===== src/rtl/dino_pkg.sv =====
// Shared types and default constants for the dino game obstacle logic.
package dino_pkg;

  localparam int DEFAULT_MIN_GAP = 20;
  localparam int DEFAULT_GAP_W   = 6;

  typedef enum logic [1:0] {
    KIND_SMALL_CACTUS = 2'b00,
    KIND_LARGE_CACTUS = 2'b01,
    KIND_CACTUS_GROUP = 2'b10,
    KIND_BIRD         = 2'b11
  } obstacle_kind_e;

  typedef enum logic [2:0] {
    ST_IDLE,
    ST_ADV,
    ST_LOAD,
    ST_WAIT,
    ST_OFFER
  } sched_state_e;

endpackage


===== src/rtl/obstacle_scheduler.sv =====
// Obstacle spawn scheduler: draws a random gap and obstacle kind from an external LFSR,
// counts video frames, then offers the spawn with a valid/ready handshake.
// Optional macro OBSTACLE_BIRD_EN enables bird obstacles (kind 11 with a height index).
module obstacle_scheduler
  import dino_pkg::*;
#(
  parameter int MIN_GAP = DEFAULT_MIN_GAP,
  parameter int GAP_W   = DEFAULT_GAP_W
) (
  input  logic        clk_i,
  input  logic        rst_i,
  input  logic        enable_i,
  input  logic        frame_i,
  input  logic [1:0]  speed_lvl_i,
  input  logic [15:0] rand_i,
  output logic        next_o,
  output logic        spawn_valid_o,
  input  logic        spawn_ready_i,
  output logic [1:0]  spawn_kind_o,
  output logic [1:0]  spawn_height_o,
  output logic [7:0]  spawn_count_o
);

  sched_state_e   state, state_next;
  logic [7:0]     gap_cnt;
  logic [7:0]     rand_gap;
  logic [7:0]     load_gap;
  obstacle_kind_e raw_kind;
  obstacle_kind_e kind_d, kind_q;
  logic [1:0]     height_d, height_q;
  logic           accept;
  logic           unused_rand;

  // Bits of rand_i above the gap field and below the kind field are intentionally unused.
  assign unused_rand = ^rand_i;

  // NOTE: state registers use non-blocking assignments so every flop samples pre-edge values.
  always_ff @(posedge clk_i or posedge rst_i) begin
    if (rst_i) state <= ST_IDLE;
    else       state <= state_next;
  end

  // NOTE: every combinational output gets a default first, so no path can infer a latch.
  always_comb begin
    state_next = state;
    if (!enable_i) begin
      state_next = ST_IDLE;
    end else begin
      case (state)
        ST_IDLE:  state_next = ST_ADV;
        ST_ADV:   state_next = ST_LOAD;
        ST_LOAD:  state_next = ST_WAIT;
        ST_WAIT:  if (frame_i && gap_cnt == 8'd1) state_next = ST_OFFER;
        ST_OFFER: if (spawn_ready_i) state_next = ST_ADV;
        default:  state_next = ST_IDLE;
      endcase
    end
  end

  assign next_o        = (state == ST_ADV);
  assign spawn_valid_o = (state == ST_OFFER);
  assign accept        = spawn_valid_o && spawn_ready_i;

  // Random part of the gap shrinks with difficulty; max MIN_GAP(192) + 63 fits in 8 bits.
  assign rand_gap = 8'(rand_i[GAP_W-1:0]) >> speed_lvl_i;
  assign load_gap = 8'(MIN_GAP) + rand_gap;

  always_comb begin
    raw_kind = obstacle_kind_e'(rand_i[15:14]);
`ifdef OBSTACLE_BIRD_EN
    kind_d   = raw_kind;
    height_d = rand_i[13:12];
`else
    kind_d   = (raw_kind == KIND_BIRD) ? KIND_CACTUS_GROUP : raw_kind;
    height_d = 2'b00;
`endif
  end

  always_ff @(posedge clk_i or posedge rst_i) begin
    if (rst_i) begin
      gap_cnt       <= 8'd0;
      kind_q        <= KIND_SMALL_CACTUS;
      height_q      <= 2'b00;
      spawn_count_o <= 8'd0;
    end else begin
      if (state == ST_LOAD) begin
        gap_cnt  <= load_gap;
        kind_q   <= kind_d;
        height_q <= height_d;
      end else if (state == ST_WAIT && frame_i) begin
        gap_cnt <= gap_cnt - 8'd1;
      end
      if (accept && spawn_count_o != 8'hFF) spawn_count_o <= spawn_count_o + 8'd1;
    end
  end

  assign spawn_kind_o   = kind_q;
  assign spawn_height_o = height_q;

endmodule


===== config.mk =====
export PLATFORM = sky130hd
export DESIGN_NAME = obstacle_scheduler
export DESIGN_NICKNAME = d
export VERILOG_FILES = /design/src/rtl/dino_pkg.sv /design/src/rtl/obstacle_scheduler.sv
export SDC_FILE = /design/constraint.sdc
export NUM_CORES = 1
export LEC_CHECK = 0
export BUFFER_PORTS_ARGS = -buffer_cell sky130_fd_sc_hd__buf_2
export CAP_MARGIN = 15
export CORE_MARGIN = 3
export CORE_UTILIZATION = 55
export DETAILED_ROUTE_END_ITERATION = 16
export PLACE_DENSITY = 0.94
export SLEW_MARGIN = 40
export SYNTH_ARGS = -nofsm -noshare
export SYNTH_HDL_FRONTEND = slang
export SYNTH_SLANG_ARGS = --single-unit

===== constraint.sdc =====
create_clock -name clk_i -period 3.4 [get_ports clk_i]
set_input_delay 0.34 -clock clk_i [delete_from_list [all_inputs] [get_ports clk_i]]
set_output_delay 0.34 -clock clk_i [all_outputs]
set_load 0.03 [all_outputs]

=== Yosys cells after proc, flatten, opt, wreduce, memory -nomap -nowiden ===
Index checks and enable logic that the tools add are counted.
W data, S select, Z words.

* Register bits: 21
* Input port bits: 23
* Output and inout port bits: 14
* Logic and storage cells: 31

* $add $sub $neg: 3
* Equality and inequality tests: 9
* Shift-type cells: 1
* Multiplexer cells: 7
* Reductions and logical operators: 7

{| class="wikitable"
|+ Operator list
! cell !! number
|-
| $mux W8 || 2
|-
| $pmux W3 S5 || 1
|-
| $mux W3 || 3
|-
| $add A5 B8 Y8 const A || 1
|-
| $add A8 B1 Y8 const B || 1
|-
| $eq A8 B1 Y1 const B || 1
|-
| $ne A8 B8 Y1 const B || 1
|-
| $shr A6 B2 Y8 || 1
|-
| $sub A8 B1 Y8 const B || 1
|-
| $eq A3 B2 Y1 const B || 2
|-
| $logic_and A1 B1 Y1 || 4
|-
| $eq A3 B1 Y1 const B || 1
|-
| $eq A3 B3 Y1 const B || 1
|-
| $logic_not A3 Y1 || 1
|-
| $ne A3 B2 Y1 const B || 1
|-
| $ne A3 B3 Y1 const B || 1
|-
| $eq A2 B2 Y1 const B || 1
|-
| $mux W2 || 1
|-
| $reduce_and A2 Y1 || 1
|-
| $reduce_bool A2 Y1 || 1
|}

=== Depth between registers and ports, before layout ===
Gate-level depths: netlist (run 1).

* Depth after elaboration: 5
* Mapped depth: 9

=== Worst setup path before layout (run 1) ===
OpenSTA, ideal clock, no wires.

* Path kind: flip-flop to flip-flop
* Start point: register state[0]
* End point: register spawn_count_o[1]
* Library setup time: 0.125 ns
* Data arrival time: 1.595 ns
* Required time: 3.275 ns
* Slack: 1.680 ns
* Stages on the path, launching flop included: 5
* Cells stage by stage: dfrtp_1 -> nor3b_2 -> nand2_1 -> a31oi_2 -> mux2_4

* Word-level cells in the longest chain between the ends: 3

{| class="wikitable"
|+ RTL lines
! element !! line !! RTL
|-
| start, declared || obstacle_scheduler.sv:24 || <nowiki>sched_state_e state, state_next;</nowiki>
|-
| start signal, assigned || obstacle_scheduler.sv:40 || <nowiki>else state <= state_next;</nowiki>
|-
| $eq A3 B3 Y1 || obstacle_scheduler.sv:61 || <nowiki>assign spawn_valid_o = (state == ST_OFFER);</nowiki>
|-
| net spawn_valid_o || obstacle_scheduler.sv:17 || <nowiki>output logic spawn_valid_o,</nowiki>
|-
| $logic_and A1 B1 Y1 || obstacle_scheduler.sv:62 || <nowiki>assign accept = spawn_valid_o && spawn_ready_i;</nowiki>
|-
| $logic_and A1 B1 Y1 || obstacle_scheduler.sv:93 || <nowiki>if (accept && spawn_count_o != 8'hFF) spawn_count_o <= spawn_count_o + 8'd1;</nowiki>
|-
| end signal, assigned || obstacle_scheduler.sv:93 ||
|-
| end, declared || obstacle_scheduler.sv:21 || <nowiki>output logic [7:0] spawn_count_o</nowiki>
|}

The timed path passes the listed nets, and every way through them passes these cells.
A chain may end at the register's enable or synchronous reset.

=== Worst setup path in the final report (run 1) ===
* Start point: register state[1]
* End point: register gap_cnt[5]

* Word-level cells in the longest chain between the ends: 3
* Elaborated cells on any way between the ends: 5
* Those cells by class: eq/ne: 2; mux: 1; reduce/logical: 2

{| class="wikitable"
|+ RTL lines
! element !! line !! RTL
|-
| $eq A3 B2 Y1 || obstacle_scheduler.sv:90 || <nowiki>end else if (state == ST_WAIT && frame_i) begin</nowiki>
|-
| $logic_and A1 B1 Y1 || obstacle_scheduler.sv:90 ||
|-
| $reduce_bool A2 Y1 (no line) || n/a ||
|-
| end signal, assigned || obstacle_scheduler.sv:87 || <nowiki>gap_cnt <= load_gap;</nowiki>
|-
| end signal, assigned || obstacle_scheduler.sv:91 || <nowiki>gap_cnt <= gap_cnt - 8'd1;</nowiki>
|-
| end, declared || obstacle_scheduler.sv:25 || <nowiki>logic [7:0] gap_cnt;</nowiki>
|}

Several ways; a longest one is shown, not always the timed one.

==> results of run 1 <==
## flip-flops by register name (all words and copies together) (netlist names)
register / count
gap_cnt: 8
spawn_count_o: 8
state: 3
spawn_kind_o: 2
## final cells by class
class                   count  area [sq um]  share of cell area
multi-input cells         104           752               0.504
inverters                   6          22.5              0.0151
well taps                  28          35.0              0.0235
clock buffers               4          26.3              0.0176
repair buffers             26           130              0.0872
flip-flops and latches     21           526               0.352
## synthesized netlist by cell type (3+ instances only)
cell	count
xor2_1	8
nand2b_1	3
inv_1	6
nor2_1	10
nor3_1	4
o211ai_1	3
nand2_1	11
ha_1	4
o21ai_0	3
nor2b_1	4
nand3_1	3
mux2i_1	3
buf_4	3
a21oi_1	9
dfrtp_1	21
## routing by layer
| layer | share of wire | global-route usage |
|---|---|---|
| met5 | 0 | 0 |
| met1 | 0.43 | 0.230 |
| met2 | 0.52 | 0.323 |
| met4 | 0.012 | 0.0625 |
| met3 | 0.045 | 0.0234 |
## how the worst min path moves through the flow
stage / end / slack [ns] / cells past startpoint
2_1_floorplan: gap_cnt[0] / 0.32 / 1
3_3_place_gp: spawn_kind_o[0] / 0.46 / 2
3_5_place_dp: spawn_kind_o[1] / 0.51 / 1
4_1_cts: gap_cnt[4] / 0.18 / 2
5_1_grt: spawn_count_o[0] / 0.05 / 2
6_report: gap_cnt[1] / 0.01 / 2
## logic make-up after synthesis
logic type	after synthesis
AO/OA/AOI/OAI	26
adder cells (fa/ha/maj)	4
multiplexers	8
buffers and inverters	13
flip-flops	21
AND/OR/NAND/NOR	54
XOR/XNOR	10
other	1
## report_power, final
| part | switching [mW] | leakage, nW | internal [mW] |
|---|---|---|---|
| registers | 0.0397 | 0.271 | 0.284 |
| logic | 0.0870 | 0.445 | 0.0706 |
| clock network | 0.0778 | 0.0150 | 0.0458 |
| total | 0.205 | 0.731 | 0.401 |
## stage by stage
| stage | area, sq um | hold WS, ns | instances |
|---|---|---|---|
| floorplan | 1350 | 0.317 | 138 |
| global placement | 1470 | 0.465 | 185 |
| detailed placement | 1470 | 0.506 | 185 |
| CTS | 1490 | 0.185 | 189 |
| global route | 1490 | 0.0473 | 189 |
| finish | 1490 | 0.0103 | 189 |
## critical path: cells and delay by family, from the launching register on
family	cells	cell delay (ns)
AO/OA/AOI/OAI	2	0.40
buffers and inverters	1	0.10
flip-flops	1	0.49
AND/OR/NAND/NOR	1	0.61
==> impl_metrics.env, run 1 <==
export IMPL_outcome="finished, final reports clean"
export IMPL_cts_path_max_buffers=2
export IMPL_antenna_found_initial=0
export IMPL_pre_cts_slack_ns=1.61
export IMPL_cp_max_fo=17
export IMPL_synthesis_area_sq_um=1350
export IMPL_power_total_mw=0.605
export IMPL_finalCriticalPeriod_ns=1.74
export IMPL_rrSetupSlack_ns=1.66
export IMPL_synth_seq_cells=21
export IMPL_post_dp_hpwl_microns=2070
export IMPL_final_setup_viol_count=0
export IMPL_pin_count=37
export IMPL_worstSetupPathType="flip-flop to flip-flop"
export IMPL_async_flop_share=1.00
export IMPL_r2r_start="state[1]"
export IMPL_cpPeakStageDelay_ns=0.61
export IMPL_relSlewSlack=0.574
export IMPL_cts_buffers=3
export IMPL_worst_pin_slew_ns=0.639
export IMPL_chipWidth_microns=55.5
export IMPL_yosysSeqAreaShare=0.389
export IMPL_cts_hold_buffers=0
export IMPL_root_buffer="clkbuf_4"
export IMPL_p_leak_nw=0.731
export IMPL_path_cells="inv_1 -> or3_1 -> a41oi_1 -> a22oi_2"
export IMPL_final_common_cell="buf_2"
export IMPL_maxSlewViolCount=0
export IMPL_cts_sinks=21
export IMPL_rsz0062_at_grt="false"
export IMPL_clk_latency_ns=0.31
export IMPL_antenna_diode_count=0
export IMPL_synthMuxAreaShare=0.0778
export IMPL_die_area_sq_um=3090
export IMPL_clock_fmax_mhz=576
export IMPL_fin_tns_setup_ns=0
export IMPL_fillCellCount=184
export IMPL_routed_wl_microns=2750
export IMPL_critPathSlowestCell="or3_1"
export IMPL_fp_row_count=17
export IMPL_cp_start_kind="flip-flop"
export IMPL_r2r_end="gap_cnt[5]"
export IMPL_avgSynthCellArea_sq_um=9.85
export IMPL_drt_iter0_markers=42
export IMPL_cp_required_ns=3.57
export IMPL_crit_end="gap_cnt[5]"
export IMPL_layout_common_cells="26 x buf_2, 21 x dfrtp_1, 11 x nand2_1"
export IMPL_grt_util_all_layers=0.183
export IMPL_synth_xor_area_frac=0.0649
export IMPL_gp_congestion=0.750
export IMPL_overflow=0
export IMPL_htreeDepth=1
export IMPL_synth_edf_count=0
export IMPL_routed_via_density=5.84
export IMPL_hold_violations=0
export IMPL_synthTopCellsByArea="dfrtp_1 39%, xor2_1 5.2%, ha_1 3.7%"
export IMPL_syn_inst=137
export IMPL_powerDensity_nw_per_um2=406
export IMPL_arrival_ns=1.91
export IMPL_synth_fa_ha_area_frac=0.0371
export IMPL_core_area_sq_um=2280
export IMPL_start_util=0.593
export IMPL_post_route_drc_count=0
export IMPL_drive_gt1_frac=0.267
export IMPL_startpoint="state[1]"
export IMPL_max_cap_violations=0
export IMPL_cts_resized=0
export IMPL_skew_ns=0.00761
export IMPL_dr_pass1_iters=4
export IMPL_cts_tree="yes"
export IMPL_peakVddDrop_mv=0.192
export IMPL_synth_top_area_frac=0.389
export IMPL_ant_nets=0
export IMPL_fin_crit_sh=0.511
export IMPL_synth_distinct_cells=46
export IMPL_holdCritPathClass="input port to async pin"
export IMPL_grt_max_degree=22
export IMPL_portBuffers=26
export IMPL_synth_top_area_cell="dfrtp_1"
export IMPL_ys_flop_type="dfrtp_1"
export IMPL_grt_pass1_vias=1038
export IMPL_synth_simple_gate_area_frac=0.234
export IMPL_synthToLayoutAreaGrowth_pct=10.5
export IMPL_cts_setup_buffers=0
export IMPL_die_h_microns=55.5
export IMPL_synth_top_family_by_area="simple AND/OR/NAND/NOR gates"
export IMPL_grt_first_pass_wirelength_microns=4620
export IMPL_cts_clk_slew_worst_paths_ns=0.12
export IMPL_crit_path_end_kind="flip-flop"
export IMPL_finalNetCount=189
export IMPL_layout_setup_ws_ns=1.66
export IMPL_synth_compound_area_share=0.138
export IMPL_ys_warn_count=0
export IMPL_r2r_cells=4
export IMPL_vias=1104
export IMPL_fin_util=0.655
export IMPL_routedWlPerCell_microns=14.6
No activity file was read; power rests on OpenSTA's default activity.
==> inputs of run 2 (changes only) <==
--- a/config.mk
+++ b/config.mk
@@ -8,9 +8,9 @@
 export BUFFER_PORTS_ARGS = -buffer_cell sky130_fd_sc_hd__buf_2
 export CAP_MARGIN = 15
 export CORE_MARGIN = 3
-export CORE_UTILIZATION = 55
+export CORE_UTILIZATION = 47
 export DETAILED_ROUTE_END_ITERATION = 16
-export PLACE_DENSITY = 0.94
+export PLACE_DENSITY = 0.87
 export SLEW_MARGIN = 40
 export SYNTH_ARGS = -nofsm -noshare
 export SYNTH_HDL_FRONTEND = slang
==> constraint.sdc (replaced) <==
create_clock -name clk_i -period 1.5 [get_ports clk_i]
set_input_delay 0.15 -clock clk_i [delete_from_list [all_inputs] [get_ports clk_i]]
set_output_delay 0.15 -clock clk_i [all_outputs]
set_load 0.03 [all_outputs]
==> run 2 against run 1 <==
  * Non-clock buffer count rose by 12
  * Sequential power rose by 130%
  * Critical path depth did not move
  * Die area rose by 15%
  * Clock power rose by 130%
  * Count of clock-buffer cells in the layout fell by 1
  * Worst hold slack improved by 0.054 ns
  * Total power rose by 140%
  * Global-route usage fell by 0.78 points
  * Utilization fell by 2.3 points
  * Largest power group unchanged
==> impl_metrics.env, run 2 (synthesis gave the netlist of run 1 again) <==
export IMPL_p_seq_frac=0.508
export IMPL_finalNetCount=201
export IMPL_cp_required_ns=1.74
export IMPL_hold_depth=3
export IMPL_synthToLayoutAreaGrowth_pct=22.3
export IMPL_grt_pass1_vias=1087
export IMPL_post_route_drc_count=0
export IMPL_cts_sinks=21
export IMPL_pin_count=37
export IMPL_clk_latency_ns=0.32
export IMPL_cts_path_max_buffers=2
export IMPL_dp_cells=197
export IMPL_worstHoldEndpoint="spawn_kind_o[0]"
export IMPL_crit_path_end_kind="flip-flop"
export IMPL_rrSetupSlack_ns=0.01
export IMPL_layout_setup_ws_ns=0.0101
export IMPL_chipWidth_microns=59.6
export IMPL_grt_max_degree=22
export IMPL_root_buffer="clkbuf_4"
export IMPL_antenna_diode_count=0
export IMPL_p_leak_nw=0.788
export IMPL_p_int_mw=0.944
export IMPL_powerDensity_nw_per_um2=872
export IMPL_dr_pass1_iters=4
export IMPL_r2r_end="spawn_count_o[3]"
export IMPL_cts_clk_slew_worst_paths_ns=0.12
export IMPL_pre_cts_slack_ns=-0.00738
export IMPL_arrival_ns=1.73
export IMPL_min_delay_start="rand_i[14]"
export IMPL_gp_congestion=0.867
export IMPL_outcome="finished, final reports clean"
export IMPL_r2r_start="state[1]"
export IMPL_fin_util=0.632
export IMPL_maxSlewViolCount=0
export IMPL_core_area_sq_um=2610
export IMPL_design_area_sq_um=1650
export IMPL_drt_iter0_markers=47
export IMPL_htreeDepth=1
export IMPL_power_total_mw=1.44
export IMPL_drive_gt1_frac=0.382
export IMPL_fp_row_count=18
export IMPL_whs_ns=0.0642
export IMPL_fillCellCount=221
export IMPL_antenna_found_initial=0
export IMPL_grt_first_pass_wirelength_microns=4740
export IMPL_start_util=0.517
export IMPL_finalNonFillerCells=203
export IMPL_routedWlPerCell_microns=14.3
export IMPL_cts_buffers=3
export IMPL_grt_util_all_layers=0.176
export IMPL_finalCriticalPeriod_ns=1.49
export IMPL_cts_tree="yes"
export IMPL_net_switching_power_mw=0.495
export IMPL_r2r_cells=4
export IMPL_routed_wl_microns=2900
export IMPL_final_setup_viol_count=0
export IMPL_fin_crit_sh=0.993
export IMPL_portBuffers=26
export IMPL_peakVddDrop_mv=0.751
export IMPL_die_area_sq_um=3550
export IMPL_clock_fmax_mhz=671
export IMPL_dpl_cell_area_sq_um=1550
export IMPL_final_common_cell="buf_2"
export IMPL_post_dp_hpwl_microns=2100
export IMPL_skew_ns=0.00247
export IMPL_reg_top3="gap_cnt x8, spawn_count_o x8, state x3"
export IMPL_vias=1142
export IMPL_routed_via_density=5.63
export IMPL_cp_max_fo=7
export IMPL_clockPowerShare=0.198
export IMPL_fin_tns_setup_ns=0
export IMPL_rsz0062_at_grt="true"
export IMPL_worstSetupPathType="flip-flop to flip-flop"
export IMPL_layout_common_cells="26 x buf_2, 15 x dfrtp_1, 10 x nor2_1, 10 x nand2_1, 10 x buf_4"
export IMPL_ant_nets=0
export IMPL_max_cap_violations=0
export IMPL_overflow=0
export IMPL_hold_violations=0
export IMPL_cp_start_kind="flip-flop"
export IMPL_swShare=0.344
export IMPL_holdCritPathClass="input port to flip-flop"
export IMPL_die_h_microns=59.6
export IMPL_comb_power_share=0.294
-- run 2: cell count changes in the layout (fill, tap and decap cells not counted), sizes merged --
cell         previous run  this run
buf                    26        37
clkbuf                  4         3
clkinv                  0         1
dlygate4sd3             0         1
-- run 2: power by group through the flow --
stage	clock (mW)	combinational [mW]	sequential [mW]
floorplan	0	0.262	0.752
global placement	0	0.393	0.722
detailed placement	0	0.411	0.731
CTS	0.295	0.418	0.726
global route	0.309	0.470	0.745
finish	0.285	0.423	0.731
-- run 2: worst max-delay path, cell delays in order (launching register included) --
cell and delay [ns]:
dfrtp_2 0.48, and4bb_1 0.31, and4_4 0.26, a21boi_4 0.19
xor2_1 0.17
-- run 2: how the worst max path moves through the flow --
stage / startpoint / endpoint / slack, ns
floorplan: spawn_count_o[3] / spawn_count_o[1] / -0.09
global placement: state[0] / spawn_count_o[3] / 0.05
detailed placement: speed_lvl_i[0] / gap_cnt[4] / -0.007
CTS: spawn_count_o[5] / spawn_count_o[1] / 0.004
global route: state[1] / spawn_count_o[3] / -0.05
finish: state[1] / spawn_count_o[3] / 0.01
-- run 2: cell type report --
cell class / count / area (sq um) / area share
timing repair buffer: 38 / 226 / 0.137
clock buffer: 3 / 22.5 / 0.0136
clock inverter: 1 / 5.00 / 0.00303
tap: 30 / 37.5 / 0.0227
sequential: 21 / 533 / 0.323
inverter: 6 / 22.5 / 0.0136
multi-input combinational: 104 / 805 / 0.487
-- run 2: routing by layer --
layer | global-route usage | vias to the layer above | wire (microns)
li1 | - | 557 | -
met1 | 0.213 | 540 | 1270
met2 | 0.310 | 38 | 1440
met3 | 0.0131 | 7 | 121
met4 | 0.0854 | 0 | 74
met5 | 0 | - | 0
-- run 2: timing repair --
| action | CTS | global route |
|---|---|---|
| setup buffers | 1 | 0 |
| resized for setup | 2 | 10 |
| endpoints found under the hold margin | 21 | 0 |
| setup endpoints to repair | 3 | 9 |
| hold buffers | 1 | 0 |
| pin swaps | 1 | 5 |
